--- src/rtl/j1_arb_pkg.sv ---
// j1_arb_pkg: shared response-owner/state types and defaults for the j1 memory arbiter
package j1_arb_pkg;
  typedef enum logic [1:0] {RSP_NONE, RSP_CPU, RSP_HOST} rsp_owner_t;
  typedef enum logic {ARB_RUN, ARB_STALL} arb_state_t;
  localparam int STARVE_MAX_DEF = 4;
endpackage

--- src/rtl/j1_starve_ctr.sv ---
// j1_starve_ctr: saturating count of denied host cycles driving a one-cycle RUN/STALL FSM
module j1_starve_ctr
  import j1_arb_pkg::*;
#(
  parameter int STARVE_MAX = STARVE_MAX_DEF
) (
  input  logic clk,
  input  logic resetq,
  input  logic host_req,
  input  logic host_gnt,
  output logic stall
);
  localparam int CW = $clog2(STARVE_MAX + 1);
  localparam logic [CW-1:0] LIM = CW'(STARVE_MAX);
  arb_state_t state, state_nxt;
  logic [CW-1:0] cnt, cnt_nxt;
  // count denied host cycles; STALL is entered on the edge where the count reaches the limit
  always_comb begin
    cnt_nxt = (!host_req || host_gnt) ? '0 : (cnt == LIM) ? cnt : cnt + 1'b1;
    state_nxt = (state == ARB_STALL) ? ARB_RUN : (cnt_nxt == LIM) ? ARB_STALL : ARB_RUN;
  end
  // state and counter registers
  always_ff @(posedge clk) begin
    if (!resetq) begin
      state <= ARB_RUN;
      cnt <= '0;
    end else begin
      state <= state_nxt;
      cnt <= cnt_nxt;
    end
  end
  assign stall = (state == ARB_STALL);
endmodule

--- src/rtl/j1_mem_arbiter.sv ---
// j1_mem_arbiter: shares one sync RAM between the j1 IO port and a host port; J1_ARB_STARVE_GUARD_EN adds host starvation stalls
`ifndef WIDTH
`define WIDTH 16
`endif
module j1_mem_arbiter
  import j1_arb_pkg::*;
#(
  parameter int WIDTH = `WIDTH,
  parameter int STARVE_MAX = STARVE_MAX_DEF
) (
  input  logic             clk,
  input  logic             resetq,
  input  logic             cpu_we,
  input  logic             cpu_re,
  input  logic [WIDTH-1:0] cpu_ptr,
  input  logic [WIDTH-1:0] cpu_wdata,
  output logic [WIDTH-1:0] cpu_rdata,
  output logic             cpu_rvalid,
  output logic             cpu_stall,
  input  logic             host_req,
  input  logic             host_we,
  input  logic [WIDTH-1:0] host_addr,
  input  logic [WIDTH-1:0] host_wdata,
  output logic             host_ack,
  output logic [WIDTH-1:0] host_rdata,
  output logic             mem_en,
  output logic             mem_we,
  output logic [WIDTH-1:0] mem_addr,
  output logic [WIDTH-1:0] mem_wdata,
  input  logic [WIDTH-1:0] mem_rdata
);
  rsp_owner_t rsp_owner;
  logic rsp_we, cpu_gnt, host_gnt, stall;
  if (STARVE_MAX < 1 || STARVE_MAX > 15) begin : g_bad_starve_max
    $error("j1_mem_arbiter: STARVE_MAX must be in 1..15");
  end
`ifdef J1_ARB_STARVE_GUARD_EN
  j1_starve_ctr #(.STARVE_MAX(STARVE_MAX)) u_starve (
    .clk(clk),
    .resetq(resetq),
    .host_req(host_req),
    .host_gnt(host_gnt),
    .stall(stall)
  );
`else
  assign stall = 1'b0;
`endif
  // grant and RAM mux; the CPU wins unless stalled, the host waits for its previous response to retire
  always_comb begin
    cpu_gnt = resetq && (cpu_re || cpu_we) && !stall;
    host_gnt = resetq && host_req && (rsp_owner != RSP_HOST) && !cpu_gnt;
    mem_en = cpu_gnt || host_gnt;
    mem_we = cpu_gnt ? cpu_we : host_gnt && host_we;
    mem_addr = cpu_gnt ? cpu_ptr : host_gnt ? host_addr : '0;
    mem_wdata = cpu_gnt ? cpu_wdata : host_gnt ? host_wdata : '0;
  end
  // remember who owns the RAM output in the following cycle; a CPU write expects nothing back
  always_ff @(posedge clk) begin
    if (!resetq) begin
      rsp_owner <= RSP_NONE;
      rsp_we <= 1'b0;
    end else begin
      rsp_owner <= (cpu_gnt && !cpu_we) ? RSP_CPU : host_gnt ? RSP_HOST : RSP_NONE;
      rsp_we <= host_we;
    end
  end
  // steer the RAM output; reset suppresses a pending response so the host must re-issue
  always_comb begin
    cpu_rvalid = resetq && (rsp_owner == RSP_CPU);
    host_ack = resetq && (rsp_owner == RSP_HOST);
    cpu_rdata = cpu_rvalid ? mem_rdata : '0;
    host_rdata = (host_ack && !rsp_we) ? mem_rdata : '0;
  end
  assign cpu_stall = stall;
endmodule

--- config.mk ---
export PLATFORM = sky130hd
export DESIGN_NAME = j1_mem_arbiter
export DESIGN_NICKNAME = d
export VERILOG_FILES = /design/src/rtl/j1_arb_pkg.sv /design/src/rtl/j1_starve_ctr.sv /design/src/rtl/j1_mem_arbiter.sv
export SDC_FILE = /design/constraint.sdc
export NUM_CORES = 1
export LEC_CHECK = 0
export CAP_MARGIN = 20
export CORE_UTILIZATION = 30
export DETAILED_ROUTE_END_ITERATION = 10
export DONT_BUFFER_PORTS = 1
export PLACE_DENSITY_LB_ADDON = 0.25
export SETUP_SLACK_MARGIN = 0.15
export SYNTH_ARGS = -nofsm -noshare
export SYNTH_HDL_FRONTEND = slang
export SYNTH_SLANG_ARGS = --single-unit
--- constraint.sdc ---
create_clock -name clk -period 3 [get_ports clk]
set_clock_uncertainty 0.05 [all_clocks]
set_input_delay 0.45 -clock clk [delete_from_list [all_inputs] [get_ports clk]]
set_output_delay 0.45 -clock clk [all_outputs]
set_load 0.02 [all_outputs]
==> results of run 1 <==
==> cell usage in the layout, fill, tap and decap left out <==
| master | instances |
|---|---|
| buf_4 | 8 |
| inv_1 | 32 |
| or3b_1 | 29 |
| o31ai_2 | 1 |
| clkbuf_1 | 1 |
| nand2_1 | 1 |
| and2_1 | 34 |
| conb_1 | 1 |
| or3b_2 | 4 |
| nand2_2 | 1 |
| o32ai_1 | 4 |
| nor4_1 | 1 |
| nor2_1 | 1 |
| and4bb_2 | 1 |
| and3b_1 | 1 |
| o21ai_0 | 1 |
| dfxtp_1 | 3 |
| o32ai_2 | 28 |
| o21ai_4 | 1 |
| clkbuf_8 | 3 |
| nor2b_4 | 1 |
==> power groups by stage <==
stage	clock network, mW	logic, mW	registers, mW
3_5_place_dp	0	0.169	0.0437
5_1_grt	0.124	0.178	0.0434
3_3_place_gp	0	0.167	0.0435
6_report	0.117	0.168	0.0431
4_1_cts	0.121	0.169	0.0432
2_1_floorplan	0	0.164	0.0430
==> through the flow <==
stage / worst slack, ps / cells / hold WS [ps] / total power [mW] / utilization
floorplan: 925 / 166 / 522 / 0.207 / -
global placement: 950 / 205 / 477 / 0.210 / 0.317
detailed placement: 915 / 205 / 479 / 0.213 / 0.317
CTS: 716 / 209 / 254 / 0.333 / 0.327
global route: 628 / 209 / 263 / 0.346 / 0.327
finish: 743 / 209 / 268 / 0.328 / 0.327
==> cell type report <==
class | instances | area [sq um] | share of cell area
inverter | 32 | 120 | 0.0837
sequential | 3 | 60.1 | 0.0418
timing repair buffer | 8 | 60.1 | 0.0418
multi-input combinational | 110 | 1080 | 0.756
tap | 52 | 65.1 | 0.0453
clock buffer | 4 | 45.0 | 0.0314
==> flip-flops by register name, summed over array words and instances (netlist names) <==
signal,flops
rsp_owner,2
rsp_we,1
==> worst max-delay path by stage <==
stage | start | to | slack, ps | cells past startpoint
final | rsp_owner[1] | mem_addr[1] | 740 | 4
after global routing | rsp_owner[1] | mem_addr[1] | 630 | 4
after CTS | rsp_owner[1] | mem_addr[15] | 720 | 4
after detailed placement | host_req | mem_addr[15] | 920 | 4
after global placement | host_req | mem_we | 950 | 3
after floorplan | cpu_we | mem_addr[0] | 920 | 3
==> layer usage <==
layer / share of wire / vias to the layer above / track usage
met5: 0 / - / 0
met4: 0.0064 / 0 / 0.0267
met3: 0.087 / 4 / 0.0349
li1: - / 571 / -
met2: 0.57 / 104 / 0.282
met1: 0.34 / 556 / 0.139
==> kinds of logic after synthesis <==
| logic type | after synthesis |
|---|---|
| and+or+nand+nor | 74 |
| buffers and inverters | 53 |
| AOI/OAI and AO/OA | 35 |
| DFF | 3 |
| other | 1 |
==> Yosys cell counts (2+ instances only) <==
cell and number:
and2_1 34, buf_2 14, buf_4 3, dfxtp_1 3, inv_1 32, nand2_1 2
o32ai_1 4, o32ai_2 28, or3b_1 29, or3b_2 4
==> worst reg2reg max path, cell delays in order, from the launching register on <==
cell and delay, ps:
dfxtp_1 330, nor2b_4 580, buf_4 290, nor4_1 60
==> summary.md, run 1 <==
| Metric | Value |
|---|---|
| Outcome | completed |
| Gate Count Post-Synth | 166 |
| Total GRT Usage | 0.138 |
| Core region area | 0.00438 sq mm |
| Final hold vios | 0 |
| Clock Latency Late Sink | 210 ps |
| EDFF count, synth | 0 |
| Rows | 24 |
| CP max stage delay | 580 ps |
| Ys Warns | 0 |
| TNS Setup | 0 ps |
| Fin crit period | 2260 ps |
| Die area | 0.00485 sq mm |
| Worst r2r src | rsp_owner[1] |
| Leak pwr | 0.558 nW |
| Gr ovfl total | 0 |
| Asr flop ratio synth | 0 |
| Initial Utilization | 0.313 |
| Main combinational cell family by area after synthesis | simple AND/OR/NAND/NOR gates |
| Worst r2r dst | rsp_owner[1] |
| Simple-gate share of the synthesized area | 0.398 |
| Sw power | 0.137 mW |
| CTS tree | built |
| Cts hold-fix bufs | 0 |
| Nets | 244 |
| F_max | 443 MHz |
| Post-DP HPWL | 2.84 mm |
| I/O pins | 155 |
| DR iter-0 viols | 25 |
| Complex-gate fraction of the synthesized area | 0.376 |
| Pin count of the biggest net entering global routing | 38 |
| Drt first pass iters | 4 |
| Synth Area in XOR/XNOR | 0 |
| Comb pwr share | 0.513 |
| CTS HTree Levels | 1 |
| Die width | 69.7 um |
| Die Y | 69.7 um |
| Maximum fanout along the worst path | 21 |
| Clock share of power | 0.356 |
| Vias | 1235 |
| Internal power | 0.191 mW |
| Clk buf depth | 2 |
| Sequential Power Share | 0.132 |
| Final wirelength | 3.61 mm |
| DR vias/cell | 5.91 |
| R2R depth | 3 |
| Post-synthesis mux area share | 0 |
| Seq/Total Area, Yosys | 0.0437 |
| CP required | 2500 ps |
| Yosys reg bits | 3 |
| Crit path capture type | output port |
| Tcrit/Tclk final | 0.752 |
| Switching Fraction | 0.418 |
| Worst path cell trace | nor2b_4 > buf_4 > o32ai_1 > buf_4 |
| Max-slew violation count | 0 |
| Vias in the first global route | 1127 |
| Synth Flop Type | dfxtp_1 |
| Port Buffers | 0 |
| WL per Instance | 17.3 um |
| Synth top area share | 0.332 |
| Startpoint types | register |
| Layout cells sized above 1 | 0.306 |
| Worst IR Drop VDD | 0.122 mV |
| Post-synth top area cell | o32ai_2 |
| Gpl congestion | 0.763 |
| Synth Cell Area | 0.00137 sq mm |
| R2r setup slk | 1580 ps |
| Post-route ant nets | 0 |
| Diode count | 0 |
| Worst slew pin tran | 694 ps |
| Most frequent CP cell | buf_4 |
| Initial antenna violation count | 0 |
| Critical path class | reg2out |
| RSZ-0062 raised after global routing | no |
| Design area | 0.00144 sq mm |
| Hold path endpoint | rsp_owner[1] |
| Slowest-stage cell, CP | nor2b_4 |
| Max cap viols | 0 |
| Post-CTS Setup Bufs | 0 |
| Crit path max-delay family | simple AND/OR/NAND/NOR gates |
| Top area cells in the synthesized netlist | o32ai_2 (33%), or3b_1 (18%), and2_1 (15%), inv_1 (8.7%), buf_2 (5.1%) |
| Post-CTS resize count | 0 |
| CTS Sinks | 3 |
| Syn nets | 252 |
| Layout area overhead | 4.46% |
| Distinct cell type count after synthesis | 23 |
| Critical hold path startpoint | cpu_re |
| Dpl cell area | 0.00139 sq mm |
| First-pass GRT wire length | 5.43 mm |
| Fillers | 451 |
| Hold path depth | 1 |
| Syn avg cell area | 8.28 sq um |
| Setup violators final | 0 |
| PwrDens | 228 mW/mm^2 |
| Clock slew at reported path FFs | 30 ps |
| DR DRC count | 0 |
| Worst path arrival time | 1760 ps |
| TritonCTS Buffers | 3 |
| Root buffer cell | clkbuf_8 |
| Post-Synth Adder-Cell Area | 0 |
| Slew HR | 0.532 |
| Crit path buf inv count | 2 |
| Hold Crit Class | in2reg |
Power figures use the tool's default switching activity.
==> run 2: changes to the inputs <==
==> constraint.sdc (replaced) <==
create_clock -name clk -period 2.1 [get_ports clk]
set_clock_uncertainty 0.05 [all_clocks]
set_input_delay 0.315 -clock clk [delete_from_list [all_inputs] [get_ports clk]]
set_output_delay 0.315 -clock clk [all_outputs]
set_load 0.02 [all_outputs]
==> summary.md, run 2 (same netlist as run 1, synthesis figures left out) <==
| Metric | Value |
|---|---|
| Outcome | completed |
| Root buffer cell | clkbuf_8 |
| Tcrit/Tclk final | 0.870 |
| Leak pwr | 0.590 nW (+5.8%) |
| Worst IR Drop VDD | 0.0930 mV (-23%) |
| Slowest-stage cell, CP | nor2b_4 |
| Core region area | 0.00438 sq mm (unchanged) |
| Vias | 1283 (+3.9%) |
| Worst path arrival time | 1460 ps (-300 ps) |
| Biggest register | rsp_owner |
| Critical path class | reg2out |
| F_max | 547 MHz |
| Hold_ws | 127 ps (-141 ps) |
| Post-DP HPWL | 2.90 mm (+2.3%) |
| Gpl congestion | 0.774 (+1.4%) |
| Worst path cell trace | nor2b_4 > buf_12 > o32ai_1 > buf_4 |
| Initial antenna violation count | 0 (unchanged) |
| Hold path depth | 1 (unchanged) |
| Setup violators final | 0 (unchanged) |
| RSZ-0062 raised after global routing | no |
| Die Y | 69.7 um (unchanged) |
| WP depth | 4 (unchanged) |
| Clock slew at reported path FFs | 30 ps (about the same) |
| Cts hold-fix bufs | 0 (unchanged) |
| Post-CTS Setup Bufs | 0 (unchanged) |
| Clock Latency Late Sink | 220 ps (about the same) |
| Diode count | 0 (unchanged) |
| Vias in the first global route | 1231 (+9.2%) |
| Port Buffers | 0 (unchanged) |
| Clk buf depth | 2 (unchanged) |
| Worst r2r dst | rsp_owner[1] |
| Worst r2r src | rsp_owner[1] |
| CTS Sinks | 3 (unchanged) |
| Rows | 24 (unchanged) |
| R2r setup slk | 1140 ps (-440 ps) |
| Total GRT Usage | 0.143 (+0.00485) |
| TritonCTS Buffers | 3 (unchanged) |
| Post-CTS resize count | 0 (unchanged) |
| Layout cells sized above 1 | 0.327 (+0.0214) |
| Final hold vios | 0 (unchanged) |
| I/O pins | 155 (unchanged) |
| Hold path endpoint | rsp_owner[1] |
| Layout area overhead | 9.02% |
| Nets | 249 (+2.0%) |
| Gr ovfl total | 0 (unchanged) |
| Final wirelength | 3.69 mm (+2.0%) |
| First-pass GRT wire length | 5.71 mm (+5.1%) |
| Top flop regs | rsp_owner (2), rsp_we (1) |
| TNS Setup | 0 ps (unchanged) |
| R2R depth | 2 (-1) |
| PwrDens | 324 mW/mm^2 (+42%) |
| Max-slew violation count | 0 (unchanged) |
| Fin crit period | 1830 ps |
| CTS HTree Levels | 1 (unchanged) |
| CP max stage delay | 370 ps (-210 ps) |
| WL per Instance | 17.2 um (-0.42%) |
| Drt first pass iters | 4 (unchanged) |
| Crit path buf inv count | 2 (unchanged) |
| Maximum fanout along the worst path | 26 (+24%) |
| Die width | 69.7 um (unchanged) |
| CP required | 1740 ps (-760 ps) |
| Max cap viols | 0 (unchanged) |
| DR vias/cell | 6.00 (+1.5%) |
| DR iter-0 viols | 49 (+96%) |
| Pin count of the biggest net entering global routing | 38 (unchanged) |
| Crit path max-delay family | buffers and inverters |
| Most frequent cells in the layout | and2_1 (34), inv_1 (32), or3b_1 (29), o32ai_2 (28), buf_4 (11) |
| Initial Utilization | 0.313 (unchanged) |
| Critical hold path startpoint | cpu_re |
| Pwr Total | 0.485 mW (+48%) |
| Number of flip-flops in the largest register | 2 (unchanged) |
| Startpoint types | register |
| Crit path capture type | output port |
| Post-route ant nets | 0 (unchanged) |
| CTS tree | built |
| Hold Crit Class | in2reg |
| Die area | 0.00485 sq mm (unchanged) |
| Most common cell after layout, fill and taps aside | and2_1 |
| DR DRC count | 0 (unchanged) |
run 2: cell count changes in the layout (fill, tap and decap cells not counted), sizes merged:
cell / delta
buf: +5
run 2: stage by stage:
stage / instances / util / setup WS, ps / area [sq um]
2_1_floorplan: 166 / - / 295 / 1370
3_3_place_gp: 210 / 0.331 / 536 / 1450
3_5_place_dp: 210 / 0.331 / 485 / 1450
4_1_cts: 214 / 0.342 / 244 / 1500
5_1_grt: 214 / 0.342 / 181 / 1500
6_report: 214 / 0.342 / 272 / 1500
run 2: where the power goes:
group | internal [mW] | total (mW) | switching (mW) | leakage [nW]
registers | 0.0600 | 0.0616 | 0.00158 | 0.0248
logic | 0.0956 | 0.254 | 0.158 | 0.543
clock network | 0.130 | 0.169 | 0.0399 | 0.0228
total | 0.285 | 0.485 | 0.199 | 0.590
run 2: worst max path at each step:
stage                         to          from
finish               mem_addr[1]  rsp_owner[1]
global route        mem_addr[15]  rsp_owner[1]
CTS                 mem_addr[15]  rsp_owner[1]
detailed placement  mem_wdata[3]  rsp_owner[1]
global placement    mem_addr[15]  rsp_owner[1]
floorplan            mem_addr[0]        cpu_we
run 2: final cells by class:
type                    count  area, sq um
clock buffers               4         45.0
repair buffers             13          123
flip-flops and latches      3         60.1
inverters                  32          120
well taps                  52         65.1
fillers                   438         2890
multi-input cells         110         1080
run 2: per-layer routing:
metal / vias to the layer above / track usage / part of all wire
li1: 584 / - / -
met4: 0 / 0.0289 / 0.0071
met3: 4 / 0.0276 / 0.084
met2: 102 / 0.296 / 0.57
met5: - / 0 / 0
met1: 593 / 0.145 / 0.34
run 2: worst reg2reg max path: cells and delay by family (launching register included):
family           cells  cell delay (ps)
DFF                  1              330
and+or+nand+nor      2              460
